File: src/rtl/riscv_reg_dump_ctrl_pkg.sv
// Shared types and widths for the register-dump controller.
package riscv_dbg_pkg;

    localparam int REG_IDX_W = 5;
    localparam int DISP_W    = 16;

    typedef enum logic [2:0] {
        IDLE,
        RST,
        RUN,
        SETTLE,
        EMIT,
        DONE
    } dump_state_t;

endpackage

File: src/rtl/riscv_reg_dump_ctrl_if.sv
// Bus bundle between the dump controller, the pipeline core and the dump consumer.
interface riscv_reg_dump_ctrl_if;
    import riscv_dbg_pkg::*;

    logic                 go;
    logic [7:0]           run_cycles;
    logic                 cpu_reset;
    logic                 cpu_start;
    logic [REG_IDX_W-1:0] cpu_sw;
    logic [DISP_W-1:0]    cpu_out;
    logic                 dump_valid;
    logic                 dump_ready;
    logic [REG_IDX_W-1:0] dump_idx;
    logic [DISP_W-1:0]    dump_data;
    logic                 busy;
    logic                 done;

    // Controller side
    modport slave (
        input  go, run_cycles, cpu_out, dump_ready,
        output cpu_reset, cpu_start, cpu_sw, dump_valid, dump_idx, dump_data, busy, done
    );

    // Stimulus / core / consumer side
    modport master (
        output go, run_cycles, cpu_out, dump_ready,
        input  cpu_reset, cpu_start, cpu_sw, dump_valid, dump_idx, dump_data, busy, done
    );

endinterface

File: src/rtl/riscv_reg_dump_ctrl_cycle_counter.sv
// Loadable 8-bit down-counter that parks at zero; times RUN and SETTLE.
module cycle_counter (
    input  logic       clk,
    input  logic       reset,
    input  logic       load,
    input  logic [7:0] load_val,
    output logic       zero
);

    logic [7:0] count;

    // Load wins over the free-running decrement; the count holds once it reaches zero.
    always_ff @(posedge clk) begin
        if (reset) begin
            count <= 8'd0;
        end else if (load) begin
            count <= load_val;
        end else if (count != 8'd0) begin
            count <= count - 8'd1;
        end
    end

    assign zero = (count == 8'd0);

endmodule

File: src/rtl/riscv_reg_dump_ctrl.sv
// Resets and runs the pipeline core, then scans its register display port word by word.
//
// state  | meaning
// -------+------------------------------------------------------------
// IDLE   | waiting for go
// RST    | one-cycle cpu_reset pulse
// RUN    | cpu_start held for the latched run_cycles
// SETTLE | cpu_sw driven with the index, waiting for cpu_out to settle
// EMIT   | captured word offered on dump_valid until dump_ready
// DONE   | one-cycle done pulse
module riscv_reg_dump_ctrl
    import riscv_dbg_pkg::*;
#(
    parameter int NUM_REGS      = 32,
    parameter int SETTLE_CYCLES = 2
) (
    input logic                  clk,
    input logic                  reset,
    riscv_reg_dump_ctrl_if.slave bus
);

    localparam logic [REG_IDX_W-1:0] LAST_IDX    = REG_IDX_W'(NUM_REGS - 1);
    localparam logic [7:0]           SETTLE_LOAD = 8'(SETTLE_CYCLES - 1);

    dump_state_t          state;
    logic [7:0]           run_q;
    logic [REG_IDX_W-1:0] idx;
    logic                 cnt_load;
    logic [7:0]           cnt_val;
    logic                 cnt_zero;

    logic                 cpu_reset_q;
    logic                 cpu_start_q;
    logic [REG_IDX_W-1:0] cpu_sw_q;
    logic                 dump_valid_q;
    logic [REG_IDX_W-1:0] dump_idx_q;
    logic [DISP_W-1:0]    dump_data_q;
    logic                 busy_q;
    logic                 done_q;

    // Counter reloads: at the start of RUN or SETTLE, loaded with (length - 1).
    always_comb begin
        cnt_load = 1'b0;
        cnt_val  = SETTLE_LOAD;
        case (state)
            RST: begin
                cnt_load = 1'b1;
                cnt_val  = (run_q == 8'd0) ? SETTLE_LOAD : run_q - 8'd1;
            end
            RUN:     cnt_load = cnt_zero;
            EMIT:    cnt_load = bus.dump_ready && (idx != LAST_IDX);
            default: cnt_load = 1'b0;
        endcase
    end

    cycle_counter u_cycle_counter (
        .clk      (clk),
        .reset    (reset),
        .load     (cnt_load),
        .load_val (cnt_val),
        .zero     (cnt_zero)
    );

    // Sequencer with all outputs registered.
    always_ff @(posedge clk) begin
        if (reset) begin
            state        <= IDLE;
            run_q        <= 8'd0;
            idx          <= '0;
            cpu_reset_q  <= 1'b0;
            cpu_start_q  <= 1'b0;
            cpu_sw_q     <= '0;
            dump_valid_q <= 1'b0;
            dump_idx_q   <= '0;
            dump_data_q  <= '0;
            busy_q       <= 1'b0;
            done_q       <= 1'b0;
        end else begin
            case (state)
                IDLE: begin
                    if (bus.go) begin
                        run_q       <= bus.run_cycles;
                        cpu_reset_q <= 1'b1;
                        busy_q      <= 1'b1;
                        state       <= RST;
                    end
                end
                RST: begin
                    cpu_reset_q <= 1'b0;
                    idx         <= '0;
                    if (run_q == 8'd0) begin
                        cpu_sw_q <= '0;
                        state    <= SETTLE;
                    end else begin
                        cpu_start_q <= 1'b1;
                        state       <= RUN;
                    end
                end
                RUN: begin
                    if (cnt_zero) begin
                        cpu_start_q <= 1'b0;
                        cpu_sw_q    <= '0;
                        state       <= SETTLE;
                    end
                end
                SETTLE: begin
                    // cpu_out is only looked at on this capture edge.
                    if (cnt_zero) begin
                        dump_data_q  <= bus.cpu_out;
                        dump_idx_q   <= idx;
                        dump_valid_q <= 1'b1;
                        state        <= EMIT;
                    end
                end
                EMIT: begin
                    if (bus.dump_ready) begin
                        dump_valid_q <= 1'b0;
                        if (idx == LAST_IDX) begin
                            busy_q <= 1'b0;
                            done_q <= 1'b1;
                            state  <= DONE;
                        end else begin
                            idx      <= idx + 1'b1;
                            cpu_sw_q <= idx + 1'b1;
                            state    <= SETTLE;
                        end
                    end
                end
                DONE: begin
                    done_q <= 1'b0;
                    state  <= IDLE;
                end
                default: state <= IDLE;
            endcase
        end
    end

    assign bus.cpu_reset  = cpu_reset_q;
    assign bus.cpu_start  = cpu_start_q;
    assign bus.cpu_sw     = cpu_sw_q;
    assign bus.dump_valid = dump_valid_q;
    assign bus.dump_idx   = dump_idx_q;
    assign bus.dump_data  = dump_data_q;
    assign bus.busy       = busy_q;
    assign bus.done       = done_q;

endmodule
File: src/flat_wrapper.sv
// flat-port wrapper written by rule: the top's interface ports become plain ports
module riscv_reg_dump_ctrl_flat import riscv_dbg_pkg::*;
#(
    parameter int NUM_REGS      = 32,
    parameter int SETTLE_CYCLES = 2
)
  (clk, reset, bus_go, bus_run_cycles, bus_cpu_out, bus_dump_ready, bus_cpu_reset, bus_cpu_start, bus_cpu_sw, bus_dump_valid, bus_dump_idx, bus_dump_data, bus_busy, bus_done);
  riscv_reg_dump_ctrl_if bus_i ();
  input logic clk;
  input logic reset;
  input wire logic [$bits(bus_i.go)-1:0] bus_go;
  input wire logic [$bits(bus_i.run_cycles)-1:0] bus_run_cycles;
  input wire logic [$bits(bus_i.cpu_out)-1:0] bus_cpu_out;
  input wire logic [$bits(bus_i.dump_ready)-1:0] bus_dump_ready;
  output wire logic [$bits(bus_i.cpu_reset)-1:0] bus_cpu_reset;
  output wire logic [$bits(bus_i.cpu_start)-1:0] bus_cpu_start;
  output wire logic [$bits(bus_i.cpu_sw)-1:0] bus_cpu_sw;
  output wire logic [$bits(bus_i.dump_valid)-1:0] bus_dump_valid;
  output wire logic [$bits(bus_i.dump_idx)-1:0] bus_dump_idx;
  output wire logic [$bits(bus_i.dump_data)-1:0] bus_dump_data;
  output wire logic [$bits(bus_i.busy)-1:0] bus_busy;
  output wire logic [$bits(bus_i.done)-1:0] bus_done;
  assign bus_i.go = bus_go;
  assign bus_i.run_cycles = bus_run_cycles;
  assign bus_i.cpu_out = bus_cpu_out;
  assign bus_i.dump_ready = bus_dump_ready;
  assign bus_cpu_reset = bus_i.cpu_reset;
  assign bus_cpu_start = bus_i.cpu_start;
  assign bus_cpu_sw = bus_i.cpu_sw;
  assign bus_dump_valid = bus_i.dump_valid;
  assign bus_dump_idx = bus_i.dump_idx;
  assign bus_dump_data = bus_i.dump_data;
  assign bus_busy = bus_i.busy;
  assign bus_done = bus_i.done;
  riscv_reg_dump_ctrl #(.NUM_REGS(NUM_REGS), .SETTLE_CYCLES(SETTLE_CYCLES)) u_core (.clk(clk), .reset(reset), .bus(bus_i));
endmodule
File: config.mk
export PLATFORM = sky130hd
export DESIGN_NAME = riscv_reg_dump_ctrl_flat
export DESIGN_NICKNAME = d
export VERILOG_FILES = /design/src/rtl/riscv_reg_dump_ctrl_pkg.sv /design/src/rtl/riscv_reg_dump_ctrl_if.sv /design/src/rtl/riscv_reg_dump_ctrl_cycle_counter.sv /design/src/rtl/riscv_reg_dump_ctrl.sv /design/src/flat_wrapper.sv
export SDC_FILE = /design/constraint.sdc
export NUM_CORES = 1
export LEC_CHECK = 0
export CORE_UTILIZATION = 36
export CTS_CLUSTER_SIZE = 16
export DETAILED_ROUTE_END_ITERATION = 6
export PLACE_DENSITY = 0.62
export SYNTH_ARGS = -nofsm -noshare
export SYNTH_HDL_FRONTEND = slang
export SYNTH_SLANG_ARGS = --single-unit
File: constraint.sdc
create_clock -name clk -period 2.8 [get_ports clk]
set_input_delay 0.56 -clock clk [delete_from_list [all_inputs] [get_ports clk]]
set_output_delay 0.56 -clock clk [all_outputs]
set_load 0.005 [all_outputs]
==> results of run 1 <==
==> per-stage QoR <==
step | hold slack [ns] | utilization, % | power (W) | instances | setup WS, ns
after floorplan | 0.449 | - | 0.00165 | 264 | 0.767
after global placement | 0.445 | 48.7 | 0.00190 | 395 | 0.453
after detailed placement | 0.453 | 48.7 | 0.00191 | 395 | 0.376
after CTS | 0.469 | 50.1 | 0.00236 | 402 | 0.570
after global routing | 0.497 | 50.1 | 0.00250 | 402 | 0.439
final | 0.464 | 50.1 | 0.00233 | 402 | 0.564
==> logic make-up (layout without fill, tap and decap cells) <==
group	count (synthesis)	in the layout	synth area share (%)
buffers and inverters	15	76	2.42
muxes	26	26	10.9
and+or+nand+nor	101	101	21.9
AOI/OAI and AO/OA	47	47	12.5
xor gates and xnor gates	14	14	4.93
DFF	55	55	44.3
adders and majority gates	6	6	3.02
==> state kept, by name, indices dropped and copies added (netlist names) <==
register                      count
u_core.bus.busy                   1
u_core.bus.cpu_sw                 5
u_core.state                      3
u_core.run_q                      8
u_core.idx                        5
u_core.bus.cpu_reset              1
u_core.bus.cpu_start              1
u_core.bus.done                   1
u_core.bus.dump_idx               5
u_core.bus.dump_valid             1
u_core.u_cycle_counter.count      8
u_core.bus.dump_data             16
==> layer usage <==
layer  global-route usage (%)  wire length [um]
met1                     21.3              2740
met2                     25.2              2380
met3                     5.54               430
met4                     3.70                30
met5                        0                 0
==> cell usage in the layout (no fill, tap or decap), drive strengths merged, types with 3 or more instances in the layout <==
| master | n |
|---|---|
| xnor2 | 9 |
| o21ai | 3 |
| nor2 | 30 |
| buf | 6 |
| ha | 6 |
| clkbuf | 6 |
| dfxtp | 55 |
| clkdlybuf4s50 | 58 |
| xor2 | 5 |
| nor3 | 6 |
| inv | 4 |
| nand3 | 4 |
| nand2 | 29 |
| mux2i | 24 |
| a21oi | 19 |
| nor2b | 6 |
| nor3b | 5 |
| and3 | 3 |
| o22ai | 7 |
==> layout make-up <==
class	count	area [um^2]	share of cell area (%)
multi-input combinational	194	1320	40.7
sequential	55	1100	33.8
timing repair buffer	64	626	19.2
tap	77	96.3	2.96
clock buffer	6	82.6	2.54
inverter	5	18.8	0.577
clock inverter	1	5.00	0.154
==> worst max-delay path by stage <==
| stage | from | to | slack [ns] | depth (start not counted) |
|---|---|---|---|---|
| floorplan | u_core.idx[0] | u_core.bus.cpu_sw[0] | 0.77 | 7 |
| global placement | bus_dump_ready | u_core.bus.cpu_sw[4] | 0.45 | 5 |
| detailed placement | bus_dump_ready | u_core.bus.cpu_sw[0] | 0.38 | 5 |
| CTS | u_core.idx[0] | u_core.bus.cpu_sw[0] | 0.57 | 7 |
| global route | u_core.idx[0] | u_core.bus.cpu_sw[0] | 0.44 | 7 |
| finish | u_core.idx[0] | u_core.bus.cpu_sw[4] | 0.56 | 7 |
==> where the power goes <==
group / total, W / leakage (nW) / internal, W / switching [W]
clock network: 0.000446 / 0.0470 / 0.000195 / 0.000251
logic: 0.000875 / 0.855 / 0.000448 / 0.000428
registers: 0.00101 / 0.447 / 0.000880 / 0.000129
total: 0.00233 / 1.35 / 0.00152 / 0.000807
==> worst max-delay path: cells and delay by family (launching register included) <==
| family | cells | cell delay (ns) |
|---|---|---|
| multiplexers | 1 | 0.33 |
| flip-flops | 1 | 0.37 |
| adder cells (fa/ha/maj) | 2 | 0.51 |
| AND/OR/NAND/NOR | 3 | 0.76 |
| AO/OA/AOI/OAI | 1 | 0.17 |
==> flow_metrics.py, run 1 <==
metrics = {
    "timing": {
        "tns_ns": 0,
        "final_max_slew_viol_count": 0,
        "finalSetupViolations": 0,
        "period_share_pct": 79.9,
        "fin_crit_ns": 2.24,
        "worst_pin_slew_ns": 0.503,
        "skew_ns": 0.00628,
        "slew_headroom_pct": 66.4,
        "hold_viol_final": 0,
        "rsz0062_at_grt": "no",
        "clock.fmax_mhz": 447,
    },
    "clock_network": {
        "clk_latency_ns": 0.30,
        "cts_tree": "yes",
        "cts_resized": 0,
        "cts_max_level": 2,
        "postCtsHoldBufs": 0,
        "cts_buffer_depth": 2,
        "numCtsBuffers": 5,
        "clk_pin_slew_ns": 0.10,
        "postCtsSetupRepairBufs": 0,
        "cts_sinks": 55,
        "cts_root_buf": "clkbuf_8",
    },
    "logic_synthesis": {
        "synth.area.top_cells": "dfxtp_1, mux2i_1, nor2_1, nand2_1, a21oi_1",
        "yosysUniqueCellTypes": 52,
        "synth-warning-count": 0,
        "netlist_area_um2": 2480,
        "synth_nets": 298,
        "yosys-top-cells-count": "dfxtp_1, nor2_1, nand2_1",
        "avgSynthCellArea_um2": 9.41,
        "synthCells": 264,
        "synth_top_area_share_pct": 44.3,
        "ys_seq_elements": 55,
        "synthFlopType": "dfxtp_1",
        "synthArstFlopShare_pct": 0,
        "synth_edf_count": 0,
        "yosysSeqAreaShare_pct": 44.3,
        "synth.most_common_cell": "dfxtp_1",
        "yosysTopAreaCell": "dfxtp_1",
    },
    "floorplan": {
        "start_util_pct": 38.3,
        "fp.dieArea_um2": 7240,
        "core_um2": 6490,
        "rows": 29,
        "dieHeight_um": 85.1,
        "pin_count": 59,
        "die_w_um": 85.1,
    },
    "min_path": {
        "hold-path-cell-count": 2,
        "hp-class": "reg2reg",
        "hold_path_end": "u_core.bus.cpu_sw[2]",
        "hp-start": "u_core.bus.cpu_sw[2]",
    },
    "outcome": {
        "outcome": "finished clean",
    },
    "place": {
        "portBuffers": 58,
        "routabilityCongestion": 0.741,
        "dp.final_hpwl_um": 3880,
        "place_area_um2": 3170,
    },
    "layout": {
        "diodes": 0,
        "stdcell_area_um2": 3250,
        "fill_cells": 616,
        "nets": 359,
        "syn_to_final_growth_pct": 30.9,
        "drive_gt1_share_pct": 7.69,
    },
    "global_routing": {
        "antenna_found_initial": 0,
        "grt_usage_pct": 16.1,
        "grt_max_degree": 47,
        "overflow": 0,
        "grt_pass1_vias": 2008,
        "grt_first_pass_wirelength_um": 9400,
    },
    "setup_path": {
        "crit-reg2reg-capture": "u_core.bus.cpu_sw[4]",
        "r2r_slack_ns": 0.56,
        "cp.required_ns": 3.00,
        "path_cells": "ha_1 -> and3_1 -> ha_1 -> nor2b_1 -> a2bb2oi_1 -> nor3_4 -> mux2_4",
        "worst-endpoint-arrival_ns": 2.43,
        "timing.rr.start": "u_core.idx[0]",
        "slowest_stage": "dfxtp_1",
        "worstPathMaxFanout": 6,
        "critPathCaptureType": "register",
        "critPathLaunchType": "register",
        "path_common_cell": "ha_1",
        "worstRegToRegCells": 7,
        "crit_type": "reg2reg",
        "max_stage_delay_ns": 0.37,
    },
    "job": {
        "timing.max_cap.violations": 0,
    },
    "power": {
        "pwr_density_cell_nw_per_um2": 716,
        "p_leak_nw": 1.35,
        "vdd_drop_max_v": 0.000316,
    },
    "drt": {
        "detail-route-antenna-nets": 0,
        "vias": 2059,
        "wire_per_inst_um": 13.9,
        "viasPerCell": 5.12,
        "drt_wl_total_um": 5590,
        "drtPass1Iterations": 6,
        "drt-initial-drc-count": 50,
        "drc": 0,
    },
}
Note: power is estimated with default switching activity, not from simulation.
==> run 2: changes to the inputs <==
==> constraint.sdc (replaced) <==
create_clock -name clk -period 2.1 [get_ports clk]
set_input_delay 0.42 -clock clk [delete_from_list [all_inputs] [get_ports clk]]
set_output_delay 0.42 -clock clk [all_outputs]
set_load 0.005 [all_outputs]
==> run 2 against run 1 <==
Final area grew 3.6%. Clock skew up 0.0031 ns. Cell count rose by 3.7%. Non-clock buffer count rose by 14. Combinational power is 47% higher. Worst setup slack worse by 0.44 ns. Global-route usage grew 0.74 points. Via count is 2.6% higher. Sequential share of layout area fell by 1.2 points. Hold slack better by 0.011 ns.
==> flow_metrics.py, run 2 (synthesis results as in run 1) <==
metrics = {
    "layout": {
        "final_cell_mix": "clkdlybuf4s50_1, dfxtp_1, nor2_1",
        "syn_to_final_growth_pct": 35.6,
        "drive_gt1_share_pct": 11.8,
        "largest_register_ff_count": 16,
        "nets": 373,
        "final_common_cell": "clkdlybuf4s50_1",
        "fill_cells": 597,
        "seq_area_um2": 1100,
        "diodes": 0,
        "multi_input_area_um2": 1320,
        "stdcell_area_um2": 3370,
    },
    "drt": {
        "met2_wirelength_um": 2500,
        "detail-route-antenna-nets": 0,
        "wire_per_inst_um": 13.9,
        "top_layer": "met4",
        "drt-initial-drc-count": 63,
        "drtPass1Iterations": 4,
        "vias": 2112,
        "drc": 0,
        "viasPerCell": 5.06,
        "drt_wl_total_um": 5810,
        "wl_met1_um": 2830,
        "met3_length_um": 451,
    },
    "setup_path": {
        "worstPathMaxFanout": 5,
        "max_stage_delay_ns": 0.39,
        "timing.rr.start": "u_core.u_cycle_counter.count[0]",
        "startpoint": "u_core.u_cycle_counter.count[0]",
        "path_cells": "inv_1 -> ha_1 -> nor3b_1 -> a21boi_1 -> nor3_4 -> mux2_4",
        "critical-path-top-delay-family": "simple AND/OR/NAND/NOR gates",
        "slowest_stage": "nor3b_1",
        "critical_path_buf_inv_count": 1,
        "crit_type": "reg2reg",
        "critPathLaunchType": "register",
        "cp.required_ns": 2.30,
        "worst-endpoint-arrival_ns": 2.17,
        "critPathCaptureType": "register",
    },
    "place": {
        "portBuffers": 58,
        "place_area_um2": 3280,
        "dp.final_hpwl_um": 4120,
        "routabilityCongestion": 0.771,
    },
    "clock_network": {
        "postCtsSetupRepairBufs": 0,
        "cts_max_level": 2,
        "cts_buffer_depth": 2,
        "clk_latency_ns": 0.30,
        "cts_root_buf": "clkbuf_8",
        "clk_pin_slew_ns": 0.10,
        "cts_sinks": 55,
        "cts_resized": 0,
        "postCtsHoldBufs": 0,
        "numCtsBuffers": 5,
        "cts_tree": "yes",
    },
    "power": {
        "p_leak_nw": 1.43,
        "power_frac_comb_pct": 40.3,
        "swShare_pct": 35.2,
        "seqPwrFrac_pct": 41.6,
        "pwr_density_cell_nw_per_um2": 949,
        "p_switching_w": 0.00112,
        "intPower_w": 0.00207,
        "vdd_drop_max_v": 0.000440,
        "clkPwrFrac_pct": 18.1,
    },
    "global_routing": {
        "overflow": 0,
        "grt_pass1_vias": 2165,
        "grt_first_pass_wirelength_um": 9770,
        "grt_usage_pct": 16.8,
        "grt_max_degree": 28,
        "antenna_found_initial": 0,
    },
    "floorplan": {
        "die_w_um": 85.1,
        "fp.dieArea_um2": 7240,
        "pin_count": 59,
        "core_um2": 6490,
        "start_util_pct": 38.3,
        "rows": 29,
        "dieHeight_um": 85.1,
    },
    "timing": {
        "clock.fmax_mhz": 506,
        "finalSetupViolations": 0,
        "tns_ns": 0,
        "final_max_slew_viol_count": 0,
        "period_share_pct": 94.1,
        "skew_ns": 0.00937,
        "hold_viol_final": 0,
        "fin_crit_ns": 1.98,
        "hold_ws_ns": 0.475,
        "slew_headroom_pct": 67.1,
        "rsz0062_at_grt": "no",
        "worst_pin_slew_ns": 0.490,
    },
    "min_path": {
        "hp-start": "u_core.bus.cpu_sw[2]",
        "hp-class": "reg2reg",
    },
    "job": {
        "timing.max_cap.violations": 0,
    },
    "outcome": {
        "outcome": "finished clean",
    },
}
## run 2: changes by cell type in the layout (fill, tap and decap cells not counted)
cell      delta
buf_12       +1
buf_4       +13
clkbuf_8     -1
clkinv_2     +1
inv_6        +1
## run 2: worst reg2reg max path: stages, from the launching register on
cell	delay, ns
dfxtp_1	0.37
inv_1	0.10
ha_1	0.14
nor3b_1	0.39
a21boi_1	0.22
nor3_4	0.34
mux2_4	0.33
## run 2: worst paths after layout
| kind | endpoint | slack, ns | cells after the start |
|---|---|---|---|
| worst max-delay path | u_core.bus.cpu_sw[0] | 0.12 | 6 |
| worst min-delay path | u_core.bus.cpu_sw[2] | 0.48 | 2 |
| worst max register to register | u_core.bus.cpu_sw[0] | 0.12 | 6 |
| worst min register to register | u_core.bus.cpu_sw[2] | 0.48 | 2 |
## run 2: per-layer routing
layer	track usage [%]	vias up
li1	-	1080
met1	21.4	965
met2	27.7	62
met3	5.74	5
met4	3.70	0
met5	0	-
## run 2: power by group through the flow
| stage | sequential, W | combinational, W | clock [W] |
|---|---|---|---|
| after floorplan | 0.00130 | 0.000895 | 0 |
| after global placement | 0.00135 | 0.00128 | 0 |
| after detailed placement | 0.00135 | 0.00128 | 0 |
| after CTS | 0.00133 | 0.00129 | 0.000614 |
| after global routing | 0.00135 | 0.00141 | 0.000651 |
| final | 0.00133 | 0.00129 | 0.000579 |
## run 2: cell type report
cell class / count / share of cell area [%]
well taps: 77 / 2.86
clock inverters: 3 / 0.557
repair buffers: 78 / 22.0
inverters: 5 / 0.557
flip-flops and latches: 55 / 32.7
clock buffers: 5 / 2.04
multi-input cells: 194 / 39.3
## run 2: metrics by stage
step / total power, W / setup WS [ns] / utilization, % / std cells
detailed placement: 0.00263 / 0.0814 / 50.5 / 409
global placement: 0.00263 / 0.117 / 50.5 / 409
floorplan: 0.00220 / 0.0666 / - / 264
global route: 0.00341 / 0.0283 / 51.9 / 417
CTS: 0.00323 / 0.0802 / 51.9 / 417
finish: 0.00320 / 0.123 / 51.9 / 417
==> run 3: changes to the inputs <==
--- a/config.mk
+++ b/config.mk
@@ -5,10 +5,12 @@
 export SDC_FILE = /design/constraint.sdc
 export NUM_CORES = 1
 export LEC_CHECK = 0
-export CORE_UTILIZATION = 36
+export CELL_PAD_IN_SITES_DETAIL_PLACEMENT = 0
+export CELL_PAD_IN_SITES_GLOBAL_PLACEMENT = 2
+export CORE_UTILIZATION = 30
 export CTS_CLUSTER_SIZE = 16
 export DETAILED_ROUTE_END_ITERATION = 6
-export PLACE_DENSITY = 0.62
+export PLACE_DENSITY = 0.81
 export SYNTH_ARGS = -nofsm -noshare
 export SYNTH_HDL_FRONTEND = slang
 export SYNTH_SLANG_ARGS = --single-unit
==> run 3 against run 2 <==
Routed wire length up 6.4%. Non-clock buffer count up 6. Final area up 4.0%. Sequential power about the same. Critical path type unchanged. Die area up 20%. First-iteration DRC count up 6.3%. Worst setup slack better by 0.022 ns. Cell count up 7.4%. Flip-flop and latch count unchanged. Register-to-register slack better by 0.02 ns. Global-route usage down 1.8 points. Critical path depth up 1.
==> flow_metrics.py, run 3 (synthesis results as in run 1) <==
metrics = {
    "setup_path": {
        "crit_type": "reg2reg",
        "worstRegToRegCells": 7,
        "worstPathMaxFanout": 5,
        "cp.required_ns": 2.31,
        "timing.rr.start": "u_core.idx[0]",
        "worst-endpoint-arrival_ns": 2.16,
        "critPathLaunchType": "register",
        "crit-reg2reg-capture": "u_core.bus.cpu_sw[4]",
        "startpoint": "u_core.idx[0]",
        "cp-endpoint": "u_core.bus.cpu_sw[4]",
        "critPathCaptureType": "register",
        "r2r_slack_ns": 0.14,
    },
    "timing": {
        "fin_crit_ns": 1.96,
        "final_max_slew_viol_count": 0,
        "finalSetupViolations": 0,
        "hold_viol_final": 0,
        "clock.fmax_mhz": 511,
        "worst_pin_slew_ns": 0.438,
        "slew_headroom_pct": 70.7,
        "period_share_pct": 93.1,
        "skew_ns": 0.00897,
        "tns_ns": 0,
    },
    "power": {
        "pwr_density_cell_nw_per_um2": 1020,
        "p_leak_nw": 1.48,
        "vdd_drop_max_v": 0.000332,
        "p_total_w": 0.00357,
    },
    "global_routing": {
        "antenna_found_initial": 0,
        "overflow": 0,
        "grt_first_pass_wirelength_um": 10300,
        "grt_pass1_vias": 2148,
        "grt_usage_pct": 15.0,
        "grt_max_degree": 28,
    },
    "clock_network": {
        "numCtsBuffers": 5,
        "cts_buffer_depth": 2,
        "clk_pin_slew_ns": 0.11,
        "cts_tree": "yes",
        "clk_latency_ns": 0.32,
        "cts_sinks": 55,
        "cts_max_level": 2,
        "cts_root_buf": "clkbuf_8",
        "postCtsHoldBufs": 0,
    },
    "layout": {
        "syn_to_final_growth_pct": 41.0,
        "drive_gt1_share_pct": 13.6,
        "final_cell_mix": "clkdlybuf4s50_1, dfxtp_1, nor2_1",
        "nets": 379,
        "stdcell_area_um2": 3500,
        "diodes": 0,
        "final_common_cell": "clkdlybuf4s50_1",
        "largest_register_ff_count": 16,
        "fin_util_pct": 44.4,
    },
    "floorplan": {
        "fp.dieArea_um2": 8650,
        "core_um2": 7890,
        "die_w_um": 93.0,
        "pin_count": 59,
        "dieHeight_um": 93.0,
        "start_util_pct": 31.5,
        "rows": 32,
    },
    "drt": {
        "drtPass1Iterations": 4,
        "wire_per_inst_um": 13.8,
        "vias": 2117,
        "drc": 0,
        "drt_wl_total_um": 6190,
        "detail-route-antenna-nets": 0,
        "viasPerCell": 4.73,
        "drt-initial-drc-count": 67,
    },
    "job": {
        "timing.max_cap.violations": 0,
    },
    "place": {
        "place_area_um2": 3340,
        "dp.final_hpwl_um": 4460,
        "portBuffers": 58,
        "routabilityCongestion": 0.710,
    },
    "min_path": {
        "hp-class": "reg2reg",
        "hp-start": "u_core.bus.cpu_sw[2]",
    },
    "outcome": {
        "outcome": "finished clean",
    },
}
[run 3: cell types whose count changed in the layout (fill, tap and decap cells not counted), sizes merged]
cell / delta
buf: +6
bufinv: +2
clkinv: -2
[run 3: per-stage QoR]
stage | instances | hold WS [ns] | setup slack, ns
floorplan | 264 | 0.449 | 0.0666
global placement | 438 | 0.443 | 0.0589
detailed placement | 438 | 0.449 | 0.0275
CTS | 446 | 0.467 | 0.0324
global route | 448 | 0.510 | -0.00261
finish | 448 | 0.465 | 0.145
[run 3: what timing repair did]
| item | in CTS | in global routing |
|---|---|---|
| endpoints found under the setup margin | 0 | 3 |
| resized for setup | 0 | 2 |
| setup buffers | 0 | 2 |
[run 3: report_power, final]
part / internal [W] / total [W] / switching, W
Sequential: 0.00117 / 0.00132 / 0.000148
Combinational: 0.000735 / 0.00139 / 0.000653
Clock: 0.000484 / 0.000863 / 0.000379
[run 3: cell type report]
class | instances | area, um^2
fill | 776 | 4380
multi-input combinational | 194 | 1330
sequential | 55 | 1100
timing repair buffer | 84 | 788
tap | 102 | 128
clock inverter | 3 | 71.3
clock buffer | 5 | 68.8
inverter | 5 | 18.8
[run 3: worst min-delay path by stage]
stage,endpoint,slack (ns),cells after the start
2_1_floorplan,u_core.run_q[1],0.45,2
3_3_place_gp,u_core.bus.dump_valid,0.44,2
3_5_place_dp,u_core.bus.cpu_sw[2],0.45,2
4_1_cts,u_core.bus.cpu_sw[2],0.47,2
5_1_grt,u_core.bus.cpu_sw[3],0.51,2
6_report,u_core.bus.cpu_sw[2],0.46,2
[run 3: per-layer routing]
layer  vias to the layer above  wire (um)  share of wire, %  GRT usage, %
met1                       967       3020                49          19.4
met5                         -          0                 0             0
met4                         0         57              0.92          3.85
met2                        54       2720                44          24.1
li1                       1089          -                 -             -
met3                         7        391               6.3          4.63
[run 3: critical path, cell delays in order (launching register included)]
cell       delay (ns)
dfxtp_1          0.33
ha_1             0.20
and3_1           0.18
ha_1             0.21
nor2b_1          0.17
a2bb2oi_1        0.13
nor3_4           0.30
mux2_4           0.33
